[src/rtl/gray_pkg.sv]
// rtl/gray_pkg.sv - shared Gray-code constants and conversion helpers
package gray_pkg;

  localparam int GRAY_DEF_WIDTH = 4;
  localparam int GRAY_MAX_WIDTH = 16;

  // Operands are zero-extended to GRAY_MAX_WIDTH; narrower callers truncate the result.
  function automatic logic [GRAY_MAX_WIDTH-1:0] bin2gray(input logic [GRAY_MAX_WIDTH-1:0] b);
    return b ^ (b >> 1);
  endfunction

  function automatic logic [GRAY_MAX_WIDTH-1:0] gray2bin(input logic [GRAY_MAX_WIDTH-1:0] g);
    logic [GRAY_MAX_WIDTH-1:0] b;
    b[GRAY_MAX_WIDTH-1] = g[GRAY_MAX_WIDTH-1];
    for (int i = GRAY_MAX_WIDTH - 2; i >= 0; i--) begin
      b[i] = b[i+1] ^ g[i];
    end
    return b;
  endfunction

endpackage

[src/rtl/b2g_enc.sv]
// rtl/b2g_enc.sv - combinational WIDTH-wide binary-to-Gray encoder
module b2g_enc
  import gray_pkg::*;
#(
  parameter int WIDTH = GRAY_DEF_WIDTH
) (
  input  logic [WIDTH-1:0] i_bin,
  output logic [WIDTH-1:0] o_gray
);

  logic [GRAY_MAX_WIDTH-1:0] w_gray_full;

  assign w_gray_full = bin2gray(GRAY_MAX_WIDTH'(i_bin));
  assign o_gray      = w_gray_full[WIDTH-1:0];

endmodule

[src/rtl/gray_ptr_gen.sv]
// rtl/gray_ptr_gen.sv - registered binary/Gray pointer counter with wrap and end flags
// Optional sticky one-bit-change checker and err port enabled by GRAY_CHK_EN.
module gray_ptr_gen
  import gray_pkg::*;
#(
  parameter int              WIDTH    = GRAY_DEF_WIDTH,
  parameter bit              SATURATE = 1'b0,
  parameter logic [WIDTH-1:0] RST_VAL = '0
) (
  input  logic             clk,
  input  logic             rst_n,
  input  logic             inc_en,
  input  logic             dir,
  input  logic             load,
  input  logic [WIDTH-1:0] load_bin,
  output logic [WIDTH-1:0] bin,
  output logic [WIDTH-1:0] gray,
  output logic             wrap,
  output logic             at_end
`ifdef GRAY_CHK_EN
  ,
  output logic             err
`endif
);

  localparam logic [WIDTH-1:0] MAX_VAL  = '1;
  localparam logic [WIDTH-1:0] RST_GRAY = WIDTH'(bin2gray(GRAY_MAX_WIDTH'(RST_VAL)));

  logic [WIDTH-1:0] r_bin;
  logic [WIDTH-1:0] r_gray;
  logic             r_wrap;
  logic             r_at_end;

  logic [WIDTH-1:0] w_bin_next;
  logic [WIDTH-1:0] w_gray_next;
  logic             w_wrap_next;
  logic             w_at_end_next;
  logic             w_step;

  always_comb begin
    w_bin_next  = r_bin;
    w_wrap_next = 1'b0;
    w_step      = 1'b0;
    if (load) begin
      w_bin_next = load_bin;
    end else if (inc_en) begin
      if (dir) begin
        if (r_bin != MAX_VAL) begin
          w_bin_next = r_bin + 1'b1;
          w_step     = 1'b1;
        end else if (!SATURATE) begin
          w_bin_next  = '0;
          w_wrap_next = 1'b1;
          w_step      = 1'b1;
        end
      end else begin
        if (r_bin != '0) begin
          w_bin_next = r_bin - 1'b1;
          w_step     = 1'b1;
        end else if (!SATURATE) begin
          w_bin_next  = MAX_VAL;
          w_wrap_next = 1'b1;
          w_step      = 1'b1;
        end
      end
    end
    w_at_end_next = dir ? (w_bin_next == MAX_VAL) : (w_bin_next == '0);
  end

  // Gray is encoded from the next binary value so bin and gray never disagree.
  b2g_enc #(.WIDTH(WIDTH)) u_b2g_enc (
    .i_bin  (w_bin_next),
    .o_gray (w_gray_next)
  );

  always_ff @(posedge clk or negedge rst_n) begin
    if (!rst_n) begin
      r_bin    <= RST_VAL;
      r_gray   <= RST_GRAY;
      r_wrap   <= 1'b0;
      r_at_end <= 1'b0;
    end else begin
      r_bin  <= w_bin_next;
      r_gray <= w_gray_next;
      r_wrap <= w_wrap_next;
      if (inc_en || load) begin
        r_at_end <= w_at_end_next;
      end
    end
  end

  assign bin    = r_bin;
  assign gray   = r_gray;
  assign wrap   = r_wrap;
  assign at_end = r_at_end;

`ifdef GRAY_CHK_EN
  logic [WIDTH-1:0] r_gray_prev;
  logic             r_chk_pend;
  logic             r_err;
  logic             w_err_set;

  // r_chk_pend marks that r_gray was just produced by a counting step, not a load.
  assign w_err_set = r_chk_pend && ($countones(r_gray ^ r_gray_prev) != 1);

  always_ff @(posedge clk or negedge rst_n) begin
    if (!rst_n) begin
      r_gray_prev <= RST_GRAY;
      r_chk_pend  <= 1'b0;
      r_err       <= 1'b0;
    end else begin
      r_gray_prev <= r_gray;
      r_chk_pend  <= w_step;
      if (w_err_set) begin
        r_err <= 1'b1;
      end
`ifndef SYNTHESIS
      if (w_err_set && !r_err) begin
        $error("gray_ptr_gen: gray step changed %0d bits", $countones(r_gray ^ r_gray_prev));
      end
`endif
    end
  end

  assign err = r_err;
`endif

endmodule
[config.mk]
export PLATFORM = sky130hd
export DESIGN_NAME = gray_ptr_gen
export DESIGN_NICKNAME = d
export VERILOG_FILES = /design/src/rtl/gray_pkg.sv /design/src/rtl/b2g_enc.sv /design/src/rtl/gray_ptr_gen.sv
export SDC_FILE = /design/constraint.sdc
export NUM_CORES = 1
export LEC_CHECK = 0
export BUFFER_PORTS_ARGS = -buffer_cell sky130_fd_sc_hd__buf_2
export CAP_MARGIN = 10
export CORE_MARGIN = 5
export CORE_UTILIZATION = 40
export DETAILED_ROUTE_END_ITERATION = 10
export GPL_ROUTABILITY_DRIVEN = 0
export PLACE_DENSITY = 0.65
export SLEW_MARGIN = 10
export SYNTH_ARGS = -nofsm -noshare
export SYNTH_HDL_FRONTEND = slang
export SYNTH_SLANG_ARGS = --single-unit
[constraint.sdc]
create_clock -name clk -period 2.25 [get_ports clk]
set_input_delay 0.225 -clock clk [delete_from_list [all_inputs] [get_ports clk]]
set_output_delay 0.225 -clock clk [all_outputs]
set_load 0.01 [all_outputs]
==> impl_table.tex <==
\begin{tabular}{lr}
\hline
Metric & Value \\
\hline
\multicolumn{2}{l}{\textbf{CTS}} \\
\quad Count of clock tree sinks & 9 \\
\quad Cell at the root of the clock tree & clkbuf\_4 \\
\quad Clock slew seen by the registers of the worst setup and hold paths & 0.06 ns \\
\quad Cts bufs inserted & 3 \\
\quad Number of levels in the clock H-tree & 1 \\
\quad Number of post-CTS setup repair buffers & 0 \\
\quad Clock tree buffer depth & 2 \\
\quad Worst-skew pair later-pin latency & 0.26 ns \\
\quad CTS tree & done \\
\multicolumn{2}{l}{\textbf{Yosys}} \\
\quad Synth warn & 0 \\
\quad Share of Yosys cell area claimed by the top area cell type & 37.6\% \\
\quad Syn Nets & 73 \\
\quad Commonest register cell after synthesis & dfrtp\_1 \\
\quad Leading post-synthesis cells by instance count & 9 x dfrtp\_1, 5 x a21oi\_1, 5 x inv\_1 \\
\quad Netlist area before placement & 599 µm² \\
\quad Share of flip-flops with an asynchronous set or reset & 100\% \\
\quad Main area contributors after synthesis & dfrtp\_1 38\%, ha\_1 8.4\%, a21oi\_1 4.2\% \\
\quad Synth cell types & 33 \\
\quad Number of enable flip-flop cells after synthesis & 0 \\
\quad Sequential area share after synthesis & 37.6\% \\
\quad Synth Register Bits & 9 \\
\quad Top-count cell post-synth & dfrtp\_1 \\
\quad Average size of a mapped cell & 9.99 µm² \\
\quad Synth area leader & dfrtp\_1 \\
\quad Cell count after synthesis & 60 \\
\multicolumn{2}{l}{\textbf{Floorplan}} \\
\quad Core Footprint & 1470 µm² \\
\quad Full die area & 2370 µm² \\
\quad Effective utilization at floorplan & 40.7\% \\
\quad Die width & 48.7 µm \\
\quad Height of the die & 48.7 µm \\
\quad Standard-cell row count & 14 \\
\quad Io pins & 19 \\
\multicolumn{2}{l}{\textbf{Global routing}} \\
\quad Pin count of the biggest net entering global routing & 14 \\
\quad Number of antenna violations at the first check in global routing & 0 \\
\quad Final global-route overflow total & 0 \\
\quad First-pass GRT wire length & 2170 µm \\
\quad Aggregate global-route resource usage & 11.2\% \\
\quad Number of global-route vias before repair & 506 \\
\multicolumn{2}{l}{\textbf{Power and ir drop}} \\
\quad Internal power component & 333 µW \\
\quad Power per unit of standard cell area & 679 nW/µm² \\
\quad Power share of the sequential group & 41.7\% \\
\quad Net Sw Frac & 33.4\% \\
\quad Worst ir drop on vdd & 0.440 mV \\
\quad Clock power frac & 24.4\% \\
\quad LEAKAGE & 0.353 nW \\
\quad Net Switching & 167 µW \\
\quad Comb pwr share & 34.0\% \\
\multicolumn{2}{l}{\textbf{STA}} \\
\quad Final critical-path setup slack & 0.108 ns \\
\quad Fin Hold WS & 0.256 ns \\
\quad Final hold violation count & 0 \\
\quad Fin crit period & 2.14 ns \\
\quad Count of final max-slew check failures & 0 \\
\quad Transition time at the pin with the least slew margin & 0.474 ns \\
\quad Headroom to the max-slew limit & 68.0\% \\
\quad Post-route clock skew & 0.00917 ns \\
\quad TNS Setup & 0 ns \\
\quad Highest attainable clock frequency & 467 MHz \\
\quad Unrepaired setup endpoints after global routing & no \\
\quad Period Utilization, post-route & 95.2\% \\
\quad Number of endpoints failing setup at the final stage & 0 \\
\multicolumn{2}{l}{\textbf{Cells and area}} \\
\quad Net total in the final layout & 94 \\
\quad Antenna Cells & 0 \\
\quad Share of post-route cells with drive strength above 1 & 38.8\% \\
\quad Synthesis-to-layout area growth & 22.8\% \\
\multicolumn{2}{l}{\textbf{Route}} \\
\quad Average via count per standard cell & 5.39 \\
\quad Number of search-and-repair iterations in the first detailed-routing pass & 4 \\
\quad Post-route DRC & 0 \\
\quad Number of vias after detailed routing & 517 \\
\quad DRC violation total after the first TritonRoute iteration & 5 \\
\quad Routed Antenna Nets & 0 \\
\quad Total wire length after detailed routing & 1290 µm \\
\quad Per-cell routed wire length & 13.4 µm \\
\multicolumn{2}{l}{\textbf{Placement}} \\
\quad Placed wire-length estimate & 997 µm \\
\quad Count of input and output buffers & 18 \\
\quad Worst setup slack before clock tree synthesis & 0.0460 ns \\
\multicolumn{2}{l}{\textbf{Hold path}} \\
\quad Tightest Hold Check Type & in -> reg \\
\multicolumn{2}{l}{\textbf{Worst setup path}} \\
\quad Worst setup path class & reg -> reg \\
\quad Setup crit end kind & flop \\
\quad Data arrival time of the worst path & 2.32 ns \\
\quad Crit path launch type & flop \\
\quad Required time reported for the critical path endpoint & 2.42 ns \\
\quad Maximum fanout count along the critical path & 5 \\
\multicolumn{2}{l}{\textbf{Run}} \\
\quad Max-capacitance violation count & 0 \\
\multicolumn{2}{l}{\textbf{Run status}} \\
\quad Outcome & finished clean \\
\hline
\end{tabular}
## worst max-delay path: stages, from the launching register on
cell and delay, ns:
dfrtp_1 0.42, inv_1 0.12, ha_1 0.19, or4b_1 0.47
nand2_1 0.11, a311oi_2 0.11, a21oi_2 0.19, ha_1 0.18
nand3_1 0.07, nor2_1 0.09, a21oi_1 0.06, o31ai_2 0.06
## path summary, 6_finish.rpt
kind	start	to	slack, ns	depth (start not counted)
min in group asynchronous	rst_n	bin[0]$_DFF_PN0_	0.34	2
max in group asynchronous	rst_n	bin[2]$_DFF_PN0_	1.73	2
max reg2reg	bin[0]$_DFF_PN0_	at_end$_DFFE_PN0P_	0.11	11
min	load_bin[2]	bin[2]$_DFF_PN0_	0.26	3
min reg2reg	at_end$_DFFE_PN0P_	at_end$_DFFE_PN0P_	0.49	2
max	bin[0]$_DFF_PN0_	at_end$_DFFE_PN0P_	0.11	11
## logic make-up after synthesis
group	share of synthesized area, %
flops	37.6
mux	4.17
buf+inv	7.72
fa+ha+maj	8.35
compound gates	24.0
simple gates	15.2
xor+xnor	2.92
## cell usage in the layout (no fill, tap or decap)
cell type and count:
a311o_2 1, inv_1 5, nand4_1 1, nand2_1 2, o31ai_2 1, or4b_1 1
o21bai_1 1, mux2i_1 1, or3_1 1, buf_2 18, o21ai_0 3, a311oi_2 1
a21boi_0 1, o311ai_0 1, dlygate4sd3_1 1, o311ai_2 1, a21oi_2 2, clkbuf_1 1
a31oi_1 2, buf_4 1, a21oi_1 4, nor2b_1 1, dfrtp_1 9, nand4_2 1
or4_1 2, clkbuf_4 3, nor2_1 4, nand3_1 1, mux2_4 1, a21bo_2 1
ha_1 4, xnor2_1 1, xor2_1 1, nor3b_1 1
## timing repair
| action | CTS | global route |
|---|---|---|
| resized for setup | 0 | 2 |
| hold buffers | 1 | 0 |
| endpoints found under the setup margin | 0 | 1 |
| hold endpoints to repair | 9 | 0 |
## power by group through the flow
stage / sequential (mW) / combinational, mW / clock, mW
final: 0.208 / 0.170 / 0.122
after global routing: 0.213 / 0.190 / 0.133
after CTS: 0.208 / 0.170 / 0.127
after detailed placement: 0.210 / 0.168 / 0
after global placement: 0.211 / 0.166 / 0
after floorplan: 0.224 / 0.0956 / 0
## registers in the layout, summed over array words and instances, names as in the netlist
name    cells
at_end      1
bin         4
gray        3
wrap        1
## area by class of cell
class                   instances  area [µm²]
clock buffers                   4        26.3
repair buffers                 20         108
multi-input cells              42         338
fillers                       157         736
well taps                      16        20.0
inverters                       5        18.8
flip-flops and latches          9         225
## per-layer routing
layer  routed length (µm)  share of wire (%)  GRT usage (%)  vias to the layer above
li1                     -                  -              -                      260
met3                   99                7.7           5.52                        0
met5                    0                  0              0                        -
met1                  570                 44           13.3                      243
met4                    0                  0           1.35                        0
met2                  620                 48           18.5                       14
## metrics by stage
stage	instance area, µm²	cells	total power [mW]	utilization [%]
after global routing	736	96	0.536	50.0
final	736	96	0.500	50.0
after CTS	726	96	0.505	49.3
after detailed placement	689	91	0.378	46.9
after floorplan	599	60	0.320	-
after global placement	689	91	0.377	46.9
(Power assumes the default switching activity.)
